### src/rtl/case_preserving_stream_cipher_pkg.sv
// Shared constants and enumerations for the case-preserving stream cipher.
package case_preserving_stream_cipher_pkg;

  localparam logic [7:0] ASCII_UA = 8'h41;
  localparam logic [7:0] ASCII_UZ = 8'h5A;
  localparam logic [7:0] ASCII_LA = 8'h61;
  localparam logic [7:0] ASCII_LZ = 8'h7A;
  localparam logic [7:0] CASE_OFS = 8'd32;
  localparam logic [5:0] ALPHA_N  = 6'd26;

  typedef enum logic {
    MODE_ENC = 1'b0,
    MODE_DEC = 1'b1
  } mode_e;

  typedef enum logic {
    ST_IDLE = 1'b0,
    ST_RUN  = 1'b1
  } state_e;

endpackage

### src/rtl/case_preserving_stream_cipher_if.sv
// Byte stream in/out bundle: upstream valid/ready and downstream valid/ready.
interface case_preserving_stream_cipher_if;

  logic       s_valid;
  logic       s_ready;
  logic [7:0] s_data;
  logic       s_last;
  logic       m_valid;
  logic       m_ready;
  logic [7:0] m_data;
  logic       m_last;

  // Traffic generator / consumer side
  modport master (
    output s_valid, s_data, s_last, m_ready,
    input  s_ready, m_valid, m_data, m_last
  );

  // Cipher engine side
  modport slave (
    input  s_valid, s_data, s_last, m_ready,
    output s_ready, m_valid, m_data, m_last
  );

endinterface

### src/rtl/case_preserving_stream_cipher_shift_unit.sv
// Combinational Vigenere shift of one ASCII byte; keeps letter case, passes non-letters.
module case_preserving_stream_cipher_shift_unit
  import case_preserving_stream_cipher_pkg::*;
(
  input  logic [7:0] in_byte,
  input  logic [7:0] key_byte,   // always an uppercase letter
  input  mode_e      mode,
  output logic [7:0] out_byte,
  output logic       is_alpha
);

  logic       is_up;
  logic       is_lo;
  logic [7:0] up_byte;
  logic [5:0] p;
  logic [5:0] k;
  logic [5:0] sum;

  // Fold to uppercase, add/subtract key offset mod 26, restore case
  always_comb begin
    is_up    = (in_byte >= ASCII_UA) && (in_byte <= ASCII_UZ);
    is_lo    = (in_byte >= ASCII_LA) && (in_byte <= ASCII_LZ);
    is_alpha = is_up || is_lo;
    up_byte  = is_lo ? (in_byte - CASE_OFS) : in_byte;
    p        = 6'(up_byte - ASCII_UA);
    k        = 6'(key_byte - ASCII_UA);
    sum      = (mode == MODE_DEC) ? (p + ALPHA_N - k) : (p + k);
    // Both operands are below 26, so one conditional subtract suffices
    if (sum >= ALPHA_N) begin
      sum = sum - ALPHA_N;
    end
    out_byte = in_byte;
    if (is_alpha) begin
      out_byte = ASCII_UA + {2'b00, sum} + (is_lo ? CASE_OFS : 8'd0);
    end
  end

endmodule

### src/rtl/case_preserving_stream_cipher.sv
// Streaming Vigenere cipher: key registers, message FSM, key index and output register.
module case_preserving_stream_cipher
  import case_preserving_stream_cipher_pkg::*;
#(
  parameter int unsigned KEY_LEN = 7,
  parameter int unsigned IDX_W   = (KEY_LEN > 1) ? $clog2(KEY_LEN) : 1
) (
  input  logic                 clk,
  input  logic                 rst_n,
  input  logic                 key_wr_en,
  input  logic [IDX_W-1:0]     key_wr_idx,
  input  logic [7:0]           key_wr_data,
  output logic                 key_err,
  input  logic                 mode,
  case_preserving_stream_cipher_if.slave bus,
  output logic                 busy
);

  localparam logic [IDX_W:0]   KeyLenW = (IDX_W + 1)'(KEY_LEN);
  localparam logic [IDX_W-1:0] KeyLast = IDX_W'(KEY_LEN - 1);

  logic [7:0]       key_q [KEY_LEN];
  state_e           state_q, state_d;
  mode_e            mode_q, mode_d, cur_mode;
  logic [IDX_W-1:0] idx_q, idx_d;
  logic             key_err_q, key_err_d;
  logic             m_valid_q, m_last_q;
  logic [7:0]       m_data_q;

  logic             accept;
  logic [7:0]       cipher_byte;
  logic             byte_alpha;
  logic             key_up, key_lo, key_wr_ok;
  logic [7:0]       key_norm;

  assign bus.s_ready = !m_valid_q || bus.m_ready;
  assign accept      = bus.s_valid && bus.s_ready;
  assign bus.m_valid = m_valid_q;
  assign bus.m_data  = m_data_q;
  assign bus.m_last  = m_last_q;
  assign key_err     = key_err_q;
  assign busy        = (state_q == ST_RUN);

  // First beat of a message uses the live mode input; later beats use the latched one
  assign cur_mode = (state_q == ST_IDLE) ? mode_e'(mode) : mode_q;

  case_preserving_stream_cipher_shift_unit u_shift (
    .in_byte  (bus.s_data),
    .key_byte (key_q[idx_q]),
    .mode     (cur_mode),
    .out_byte (cipher_byte),
    .is_alpha (byte_alpha)
  );

  // Key write qualification, normalisation to uppercase and sticky error
  always_comb begin
    key_up    = (key_wr_data >= ASCII_UA) && (key_wr_data <= ASCII_UZ);
    key_lo    = (key_wr_data >= ASCII_LA) && (key_wr_data <= ASCII_LZ);
    key_wr_ok = key_wr_en && (state_q == ST_IDLE) && !accept && ({1'b0, key_wr_idx} < KeyLenW);
    key_norm  = ASCII_UA;
    if (key_up) begin
      key_norm = key_wr_data;
    end else if (key_lo) begin
      key_norm = key_wr_data - CASE_OFS;
    end
    key_err_d = key_err_q;
    if (key_wr_en && (!key_wr_ok || !(key_up || key_lo))) begin
      key_err_d = 1'b1;
    end
  end

  // Message FSM next state, mode latch and key index advance/clear
  always_comb begin
    state_d = state_q;
    mode_d  = mode_q;
    idx_d   = idx_q;
    unique case (state_q)
      ST_IDLE: begin
        if (accept) begin
          mode_d = mode_e'(mode);
          if (!bus.s_last) begin
            state_d = ST_RUN;
          end
        end
      end
      ST_RUN: begin
        if (accept && bus.s_last) begin
          state_d = ST_IDLE;
        end
      end
      default: state_d = ST_IDLE;
    endcase
    if (accept) begin
      if (bus.s_last) begin
        idx_d = '0;
      end else if (byte_alpha) begin
        idx_d = (idx_q == KeyLast) ? '0 : idx_q + 1'b1;
      end
    end
  end

  // Control state registers
  always_ff @(posedge clk) begin
    if (!rst_n) begin
      state_q   <= ST_IDLE;
      mode_q    <= MODE_ENC;
      idx_q     <= '0;
      key_err_q <= 1'b0;
    end else begin
      state_q   <= state_d;
      mode_q    <= mode_d;
      idx_q     <= idx_d;
      key_err_q <= key_err_d;
    end
  end

  // Key storage; "A" in every slot makes the cipher an identity
  always_ff @(posedge clk) begin
    for (int unsigned i = 0; i < KEY_LEN; i++) begin
      if (!rst_n) begin
        key_q[i] <= ASCII_UA;
      end else if (key_wr_ok && (key_wr_idx == IDX_W'(i))) begin
        key_q[i] <= key_norm;
      end
    end
  end

  // Single output register; holds while the sink stalls
  always_ff @(posedge clk) begin
    if (!rst_n) begin
      m_valid_q <= 1'b0;
      m_data_q  <= 8'd0;
      m_last_q  <= 1'b0;
    end else if (accept) begin
      m_valid_q <= 1'b1;
      m_data_q  <= cipher_byte;
      m_last_q  <= bus.s_last;
    end else if (bus.m_ready) begin
      m_valid_q <= 1'b0;
    end
  end

endmodule

### src/flat_wrapper.sv
// flat-port wrapper written by rule: the top's interface ports become plain ports
module case_preserving_stream_cipher_flat import case_preserving_stream_cipher_pkg::*;
#(
  parameter int unsigned KEY_LEN = 7,
  parameter int unsigned IDX_W   = (KEY_LEN > 1) ? $clog2(KEY_LEN) : 1
)
  (clk, rst_n, key_wr_en, key_wr_idx, key_wr_data, key_err, mode, busy, bus_s_valid, bus_s_data, bus_s_last, bus_m_ready, bus_s_ready, bus_m_valid, bus_m_data, bus_m_last);
  case_preserving_stream_cipher_if bus_i ();
  input  logic clk;
  input  logic rst_n;
  input  logic key_wr_en;
  input  logic [IDX_W-1:0] key_wr_idx;
  input  logic [7:0] key_wr_data;
  output logic key_err;
  input  logic mode;
  output logic busy;
  input wire logic [$bits(bus_i.s_valid)-1:0] bus_s_valid;
  input wire logic [$bits(bus_i.s_data)-1:0] bus_s_data;
  input wire logic [$bits(bus_i.s_last)-1:0] bus_s_last;
  input wire logic [$bits(bus_i.m_ready)-1:0] bus_m_ready;
  output wire logic [$bits(bus_i.s_ready)-1:0] bus_s_ready;
  output wire logic [$bits(bus_i.m_valid)-1:0] bus_m_valid;
  output wire logic [$bits(bus_i.m_data)-1:0] bus_m_data;
  output wire logic [$bits(bus_i.m_last)-1:0] bus_m_last;
  assign bus_i.s_valid = bus_s_valid;
  assign bus_i.s_data = bus_s_data;
  assign bus_i.s_last = bus_s_last;
  assign bus_i.m_ready = bus_m_ready;
  assign bus_s_ready = bus_i.s_ready;
  assign bus_m_valid = bus_i.m_valid;
  assign bus_m_data = bus_i.m_data;
  assign bus_m_last = bus_i.m_last;
  case_preserving_stream_cipher #(.KEY_LEN(KEY_LEN), .IDX_W(IDX_W)) u_core (.clk(clk), .rst_n(rst_n), .key_wr_en(key_wr_en), .key_wr_idx(key_wr_idx), .key_wr_data(key_wr_data), .key_err(key_err), .mode(mode), .bus(bus_i), .busy(busy));
endmodule
### config.mk
export PLATFORM = sky130hd
export DESIGN_NAME = case_preserving_stream_cipher_flat
export DESIGN_NICKNAME = d
export VERILOG_FILES = /design/src/rtl/case_preserving_stream_cipher_pkg.sv /design/src/rtl/case_preserving_stream_cipher_if.sv /design/src/rtl/case_preserving_stream_cipher_shift_unit.sv /design/src/rtl/case_preserving_stream_cipher.sv /design/src/flat_wrapper.sv
export SDC_FILE = /design/constraint.sdc
export NUM_CORES = 1
export LEC_CHECK = 0
export CAP_MARGIN = 20
export CELL_PAD_IN_SITES_DETAIL_PLACEMENT = 0
export CELL_PAD_IN_SITES_GLOBAL_PLACEMENT = 1
export CORE_MARGIN = 2
export CORE_UTILIZATION = 45
export DETAILED_ROUTE_END_ITERATION = 10
export PLACE_DENSITY = 0.79
export SYNTH_ARGS = -nofsm -noshare
export SYNTH_HDL_FRONTEND = slang
export SYNTH_SLANG_ARGS = --single-unit
### constraint.sdc
create_clock -name clk -period 6.15 [get_ports clk]
set_input_delay 0.9225 -clock clk [delete_from_list [all_inputs] [get_ports clk]]
set_output_delay 0.9225 -clock clk [all_outputs]
set_load 0.02 [all_outputs]
* After elaboration in Yosys (flattened, before gate mapping)
Memory sizes are Yosys's and may differ from the RTL's. A register that Yosys moved wholly into a read port is not among the register bits. Cells that the tools add are included. Widths: inputs -> output; s select.
Cells by class: $add $sub $neg 11, magnitude comparators 10, eq/ne operators 7, multiplexer cells 48, bitwise operators 8, reductions and logical operators 30
Operator list (count):
- $mux 8 | 10
- $ge 8x7->1 const B | 4
- $le 8x7->1 const B | 4
- $mux 1 | 28
- $mux 6 | 4
- $logic_and 1x1->1 | 17
- $mux 3 | 5
- $eq 3x3->1 const B | 4
- $sub 6x1->6 const B | 2
- $add 7x6->8 const A | 1
- $add 8x6->8 | 1
- $sub 8x6->8 const B | 1
- $or 1x1->1 | 7
- $add 6x5->6 const B | 1
- $add 6x6->6 | 1
- $eq 3x2->1 const B | 2
- $ge 6x5->1 const B | 1
- $sub 6x5->6 const B | 1
- $sub 6x6->6 | 1
- $sub 6x6->6 const B | 1
- $logic_not 1->1 | 4
- $logic_or 1x1->1 | 4
- $reduce_and 2->1 | 2
- $reduce_bool 2->1 | 2
- other kinds (6) | 6
Storage, ports and cells: bits in registers 16, memory bits (writable) 56, input bits 26, output and inout bits 13, memories kept 1
Memories:
- u_core.key_q | depth 7, width 8, read ports 1, clocked after Yosys merged registers in 1, wr ports 7, line case_preserving_stream_cipher.sv:22 | logic [7:0] key_q [KEY_LEN];

* Longest topological paths before layout
depth in word-level cells 12, gate-level depth with buffers 23, depth with buffers taken out 21

* Modules after synthesis
A second synthesis with hierarchy kept.
Unflattened totals: cells, all modules 450, area, all modules 4647.0 um^2
Modules (own cells, without submodules):
- case_preserving_stream_cipher | instances 1, cells an instance 286, area an instance 3389.5 um^2, sequential area each 2062.0 um^2
- case_preserving_stream_cipher_shift_unit | instances 1, cells an instance 164, area an instance 1257.5 um^2, sequential area each 0.0 um^2

* Worst setup path after synthesis
Ideal clock, no wire load.
path kind register -> register, from register with a tool-made name, to register u_core.m_data_q[4] (netlist: u_core.bus.m_data[4]), setup time 73 ps, data arrival time 4911 ps, data required time 6077 ps, setup slack 1166 ps, cell stages (with the launch flop) 23, path buffers 2, clock period less this slack 4984 ps, cell sequence dfxtp_1 buf_6 mux4_2 mux2i_1 ha_1 nand3_1 xor2_1 ha_1 ha_1 a21o_1 a31oi_1 xor2_1 mux2_2 xnor3_2 and2b_1 buf_6 xnor2_1 ha_1 nand2_1 a21oi_1 mux2i_1 or3_1 o211ai_2
RTL lines:
- end signal: assignment | line case_preserving_stream_cipher.sv:136 | m_data_q <= cipher_byte;
- end: declaration | line case_preserving_stream_cipher.sv:28 | logic [7:0] m_data_q;

==> summary.md <==
| Metric | Value |
|---|---|
| Status | finished, final reports clean |
| Die area | 9240 sq um |
| Logic pwr share | 0.322 |
| Clock Pin Slew Worst Setup and Hold Paths | 0.07 ns |
| # resized after CTS | 0 |
| Worst min-delay path class | register to register |
| Vias post-DR | 2974 |
| Worst Tran Pin Value | 1.08 ns |
| Yosys top cell area share | 0.330 |
| Standby leakage power | 1.69 nW |
| CTS Buffer Depth | 2 |
| Async set-or-reset flop fraction in the synthesized netlist | 0 |
| Sw Pwr | 0.000414 W |
| Gr ovfl total | 0 |
| Sequential area share after synthesis | 0.430 |
| Setup TNS | 0 ns |
| Hold depth | 2 |
| Post-Synthesis Cells | 389 |
| Largest net degree at the start of global routing | 17 |
| Mean Syn Cell Area | 9.82 sq um |
| Fmax | 179 MHz |
| Commonest non-fill, non-tap cell in the layout | nor2_1 |
| First-pass detailed-route iteration total | 5 |
| Min setup slack post-route | 0.564 ns |
| Fin. Hold Viols | 0 |
| Number of synthesized flops with an enable pin | 42 |
| # setup viols final | 0 |
| Worst r2r dst | u_core.bus.m_data[4]$_SDFFE_PN0P_ |
| Worst Clk Skew | 0.0116 ns |
| Final period util | 0.908 |
| # DRC | 0 |
| Post-route antenna net violation count | 0 |
| Post-CTS setup buffers | 0 |
| Flop2flop setup slack | 0.56 ns |
| Total wire length | 8.68 mm |
| HPWL Detailed | 6.65 mm |
| Hold WS | 0.460 ns |
| Max Slew Vio Count | 0 |
| DRT iter0 DRCs | 195 |
| Hold-fix buffers, CTS | 0 |
| Setup CP Type | register to register |
| Root buf cell | clkbuf_8 |
| Number of top-level pins | 39 |
| Fin nets | 483 |
| Peak VDD IR | 193 uV |
| Pwr Density | 284 nW/um^2 |
| Synth top area cells | edfxtp_1 33%, dfxtp_1 10%, ha_1 6.9% |
| Post-place setup slack | 0.444 ns |
| CTS tree | built |
| Critical path data required time | 6.41 ns |
| H-tree depth | 3 |
| Reg2Reg Depth | 20 |
| Ys flop type | edfxtp_1 |
| Clock power frac | 0.309 |
| Warnings from Yosys | 0 |
| Core box area | 8220 sq um |
| Vias per cell | 5.47 |
| Final GP Congestion | 0.883 |
| Unique masters post-synth | 57 |
| Number of global-route vias before repair | 2814 |
| Switching Share | 0.322 |
| All-Layer GR Usage | 0.208 |
| TritonCTS Sinks | 61 |
| Most frequent cells in the layout | 51 x nor2_1, 42 x edfxtp_1, 37 x clkdlybuf4s50_1 |
| Worst setup path endpoint | u_core.bus.m_data[4]$_SDFFE_PN0P_ |
| Initial antenna violation count | 0 |
| Flop pwr share | 0.369 |
| Worst setup SP type | register |
| First-pass GRT wire length | 14.3 mm |
| Crit path max fanout | 9 |
| Core Rows | 33 |
| Post-layout minimum cycle time | 5.59 ns |
| Synth area leader | edfxtp_1 |
| Average wire per cell in the routed design | 16.0 um |
| Syn-to-layout area delta | 18.7% |
| Clock buffer count from CTS | 9 |
| Slew HR | 0.280 |
| Share of layout cells above drive strength 1 | 0.0797 |
| ANT cells | 0 |
| Die W | 96.1 um |
| RSZ-0062 raised after global routing | no |
| Post-synth design cell area | 3820 sq um |
| Clk_lat worst skew | 0.34 ns |
| CP endpoint kind | register |
| Initial Util | 0.465 |
| Power consumption | 0.00129 W |
| Data arrival time of the worst path | 5.85 ns |
| Die Y | 96.1 um |
| Int Power | 0.000874 W |
| Post-synthesis register bit count | 61 |
| IO Port Bufs | 37 |
| Maximum Capacitance Violations | 0 |
-- through the flow --
| stage | std cells | cell area, sq um | utilization |
|---|---|---|---|
| 6_report | 544 | 4530 | 0.552 |
| 5_1_grt | 544 | 4530 | 0.552 |
| 4_1_cts | 543 | 4530 | 0.551 |
| 3_5_place_dp | 527 | 4310 | 0.524 |
| 3_3_place_gp | 526 | 4300 | 0.524 |
| 2_1_floorplan | 395 | 3840 | - |
-- cells in the mapped netlist, types with 6 or more instances --
master,n
mux2i_1,15
a21o_1,6
edfxtp_1,42
nor2_1,51
clkbuf_1,13
nand3_1,17
o21ai_0,17
mux4_2,6
nor2b_1,8
inv_1,21
xor2_1,9
nand2_1,32
o21ai_1,7
dfxtp_1,19
nor3_1,8
a21oi_1,18
ha_1,21
-- critical path, stage by stage, from the launching register on --
cell and delay (ns):
dfxtp_1 0.72, mux4_2 0.57, mux2i_1 0.32, ha_1 0.27
nand3_1 0.09, xor2_1 0.20, ha_1 0.35, ha_1 0.36
a21o_1 0.17, a31oi_1 0.17, xor2_1 0.17, mux2_2 0.16
xnor3_2 0.50, and2b_1 0.28, xnor2_1 0.18, ha_1 0.22
nand2_1 0.06, a21oi_1 0.11, mux2i_1 0.12, or3_1 0.40
o211ai_2 0.06
-- area by class of cell --
class / instances / area, sq um
Clock buffer: 9 / 124
Clock inverter: 7 / 96.3
Fill cell: 750 / 3680
Inverter: 21 / 78.8
Multi-Input combinational cell: 298 / 2050
Sequential cell: 61 / 1640
Tap cell: 105 / 131
Timing Repair Buffer: 43 / 410
-- worst min-delay path by stage --
stage	start	to	slack, ns
finish	u_core.bus.m_data[0]$_SDFFE_PN0P_	u_core.bus.m_data[0]$_SDFFE_PN0P_	0.46
global route	u_core.bus.m_last$_SDFFE_PN0P_	u_core.bus.m_last$_SDFFE_PN0P_	0.49
CTS	u_core.bus.m_last$_SDFFE_PN0P_	u_core.bus.m_last$_SDFFE_PN0P_	0.46
detailed placement	u_core.bus.m_data[0]$_SDFFE_PN0P_	u_core.bus.m_data[0]$_SDFFE_PN0P_	0.45
global placement	u_core.bus.m_data[0]$_SDFFE_PN0P_	u_core.bus.m_data[0]$_SDFFE_PN0P_	0.45
floorplan	u_core.mode_q$_SDFFE_PN0P_	u_core.mode_q$_SDFFE_PN0P_	0.46
-- logic make-up after synthesis --
family | Yosys count | share of synthesized area
buffers and inverters | 36 | 0.0393
XOR/XNOR | 16 | 0.0442
multiplexers | 24 | 0.0865
AND/OR/NAND/NOR | 145 | 0.180
adder cells (fa/ha/maj) | 23 | 0.0793
AO/OA/AOI/OAI | 83 | 0.140
other | 1 | 0.000982
flip-flops | 61 | 0.430
-- sequential cells by signal, summed over array words and instances, names as in the netlist, named ones only --
name / count
u_core.key_q: 42
u_core.bus.m_data: 8
u_core.idx_q: 3
u_core.bus.m_last: 1
u_core.bus.m_valid: 1
u_core.key_err: 1
u_core.mode_q: 1
-- power by group through the flow --
stage | combinational (W) | clock, W | sequential, W
after floorplan | 0.000296 | 0 | 0.000492
after global placement | 0.000408 | 0 | 0.000484
after detailed placement | 0.000412 | 0 | 0.000485
after CTS | 0.000415 | 0.000406 | 0.000476
after global routing | 0.000461 | 0.000424 | 0.000479
final | 0.000415 | 0.000398 | 0.000476
-- metal layers --
| metal | share of wire | GRT usage |
|---|---|---|
| met5 | 0 | 0 |
| met4 | 0.0099 | 0.0607 |
| met3 | 0.040 | 0.0376 |
| met2 | 0.46 | 0.328 |
| met1 | 0.49 | 0.292 |
Power figures use the tool's default switching activity.
==> RTL edit, RTL diff (config.mk and constraints unchanged) <==
Register the input `key_wr_data` before use, without a reset. The logic sees it one clock later. The other inputs are not delayed to match.
--- a/src/rtl/case_preserving_stream_cipher.sv
+++ b/src/rtl/case_preserving_stream_cipher.sv
@@ -20,2 +20,8 @@
   localparam logic [IDX_W-1:0] KeyLast = IDX_W'(KEY_LEN - 1);
+
+  logic [7:0] key_wr_data_q;
+
+  always_ff @(posedge clk) begin
+    key_wr_data_q <= key_wr_data;
+  end
 
@@ -56,4 +62,4 @@
   always_comb begin
-    key_up    = (key_wr_data >= ASCII_UA) && (key_wr_data <= ASCII_UZ);
-    key_lo    = (key_wr_data >= ASCII_LA) && (key_wr_data <= ASCII_LZ);
+    key_up    = (key_wr_data_q >= ASCII_UA) && (key_wr_data_q <= ASCII_UZ);
+    key_lo    = (key_wr_data_q >= ASCII_LA) && (key_wr_data_q <= ASCII_LZ);
     key_wr_ok = key_wr_en && (state_q == ST_IDLE) && !accept && ({1'b0, key_wr_idx} < KeyLenW);
@@ -61,5 +67,5 @@
     if (key_up) begin
-      key_norm = key_wr_data;
+      key_norm = key_wr_data_q;
     end else if (key_lo) begin
-      key_norm = key_wr_data - CASE_OFS;
+      key_norm = key_wr_data_q - CASE_OFS;
     end
Check against the original RTL: not equivalent (a bounded check fails within 4 cycles, from zero or initial values and one cycle with rst_n low).
==> RTL edit against the original RTL <==
Setup slack improved by 330 ps; sequential cell count rose by 7; total power fell by 2.0%; design area rose by 2.4%; critical endpoint is now u_core.bus.m_data[5]$_SDFFE_PN0P_; routed wire length fell by 2.5%; largest power group unchanged; clock skew fell by 4.0 ps; register-to-register slack improved by 350 ps; synthesized area rose by 4.9%.
==> RTL edit: results (changes against the original RTL) <==
* Run status: finished clean
* Worst Reg-to-Reg Cells at 18 (-10%)
* Count of inserted antenna diode cells at 0 (unchanged)
* Final HPWL from detailed placement at 6540 um (-1.7%)
* Length of the first detailed-routing pass in iterations at 6 (+1)
* Pin count of the biggest net entering global routing at 19 (+2)
* Number of enable-type register cells in the synthesized netlist at 42 (unchanged)
* Count of different cell masters after synthesis at 68 (+19%)
* Biggest area contributors in the synthesized netlist: edfxtp_1 31%, dfxtp_1 13%, ha_1 6.6%, nor2_1 4.6%, mux4_2 3.4%
* I/O Buffers at 37 (unchanged)
* Starting DRT DRC Count at 165 (-15%)
* Worst min-delay path class: register to register
* Max incr delay on CP at 530 ps (-190 ps)
* Maximum vdd ir drop at 162 uV (-16%)
* Vias per Instance at 5.37 (-1.8%)
* Share of post-route cells with drive strength above 1 at 0.0989 (+0.0191)
* Leakage power at 1.74 nW (+2.6%)
* Maximum fanout along the worst path at 7 (-2)
* Clock transition at the register clock pins on the worst setup and hold paths after CTS at 70 ps (about the same)
* Final RePlAce weighted congestion at 0.843 (-4.5%)
* Instance area at placement at 0.00447 mm2 (+3.7%)
* Via count of the first global-routing pass at 2856 (+1.5%)
* Number of nets in the final layout at 489 (+1.2%)
* CTS buffer count at 9 (unchanged)
* Top_reg_cell synth: edfxtp_1
* Global router's overall resource usage at 0.185 (-0.0228)
* Number of cells upsized or downsized after cts at 0 (unchanged)
* DRT Wirelength at 8460 um (-2.5%)
* Synth warn at 0 (unchanged)
* Layout filler cell count at 804 (+7.2%)
* Initial antenna violation count at 0 (unchanged)
* Slowest cell on crit path: clkdlybuf4s50_1
* Data arrival time of the critical path at 5480 ps (-370 ps)
* Source-to-sink clock delay at the later pin of the worst-skew pair at 340 ps (about the same)
* Worst setup slack after placement at 563 ps (+118 ps)
* First-pass GRT wire length at 14000 um (-2.1%)
* Most used standard cells in the synthesized netlist: 49 x nor2_1, 42 x edfxtp_1, 33 x nand2_1
* Number of flip-flops in the largest register at 42 (unchanged)
* H-tree depth at 3 (unchanged)
* Asr flop ratio synth at 0 (unchanged)
* Portion of the post-synthesis area used by sequential elements at 0.444 (+0.0147)
* Number of buffers inserted to repair setup after CTS at 0 (unchanged)
* Largest register by flop count: u_core.key_q
* Worst-Margin Slew at 967 ps (-114 ps)
* Worst hold path cell count at 2 (unchanged)
* Cell at the root of the clock tree: clkbuf_8
* Number of buffers between clock root and the deepest sink at 2 (unchanged)
* Area growth from synthesis to layout at 15.8%
* Worst clock skew at 7.64 ps (-3.96 ps)
==> RTL edit: path summary, 6_finish.rpt <==
check | startpoint | end | slack (ps)
min reg2reg | u_core.bus.m_data[0]$_SDFFE_PN0P_ | u_core.bus.m_data[0]$_SDFFE_PN0P_ | 450
min | u_core.bus.m_data[0]$_SDFFE_PN0P_ | u_core.bus.m_data[0]$_SDFFE_PN0P_ | 450
max | bus_s_data[0] | u_core.bus.m_data[5]$_SDFFE_PN0P_ | 900
max reg2reg | register | u_core.bus.m_data[5]$_SDFFE_PN0P_ | 910
==> RTL edit: critical path, delay by kind of cell <==
kind                     cells  cell delay [ps]
buffers and inverters        2              720
AND/OR/NAND/NOR              2              630
adder cells (fa/ha/maj)      4             1190
XOR/XNOR                     4             1040
multiplexers                 1              270
AO/OA/AOI/OAI                4              700
==> RTL edit: layout make-up <==
cell class | instances | share of cell area
Clock inverter | 7 | 0.0111
Clock buffer | 9 | 0.0267
Timing Repair Buffer | 38 | 0.0814
Sequential cell | 68 | 0.384
Multi-Input combinational cell | 296 | 0.446
Tap cell | 108 | 0.0291
Inverter | 27 | 0.0218
==> RTL edit: logic make-up after synthesis <==
family,Yosys count,synth area share
muxes,21,0.0749
buffers and inverters,40,0.0449
AOI/OAI and AO/OA,82,0.129
other,1,0.000935
and+or+nand+nor,143,0.177
adders and majority gates,23,0.0755
xor gates and xnor gates,20,0.0534
DFF,68,0.444
==> RTL edit: layer usage <==
metal / vias to the layer above / wire [um] / track usage
met2: 52 / 3930 / 0.285
met5: - / 0 / 0
met1: 1409 / 4170 / 0.266
met4: 0 / 108 / 0.0537
met3: 8 / 256 / 0.0365
li1: 1501 / - / -
==> RTL edit: through the flow <==
step           hold WS, ps  cells
6_report               454    553
5_1_grt                489    553
4_1_cts                457    553
3_5_place_dp           447    537
3_3_place_gp           442    537
2_1_floorplan          463    404
==> RTL edit: where the power goes <==
group | switching [mW] | internal, mW
sequential | 0.0113 | 0.509
clock | 0.176 | 0.147
combinational | 0.234 | 0.185
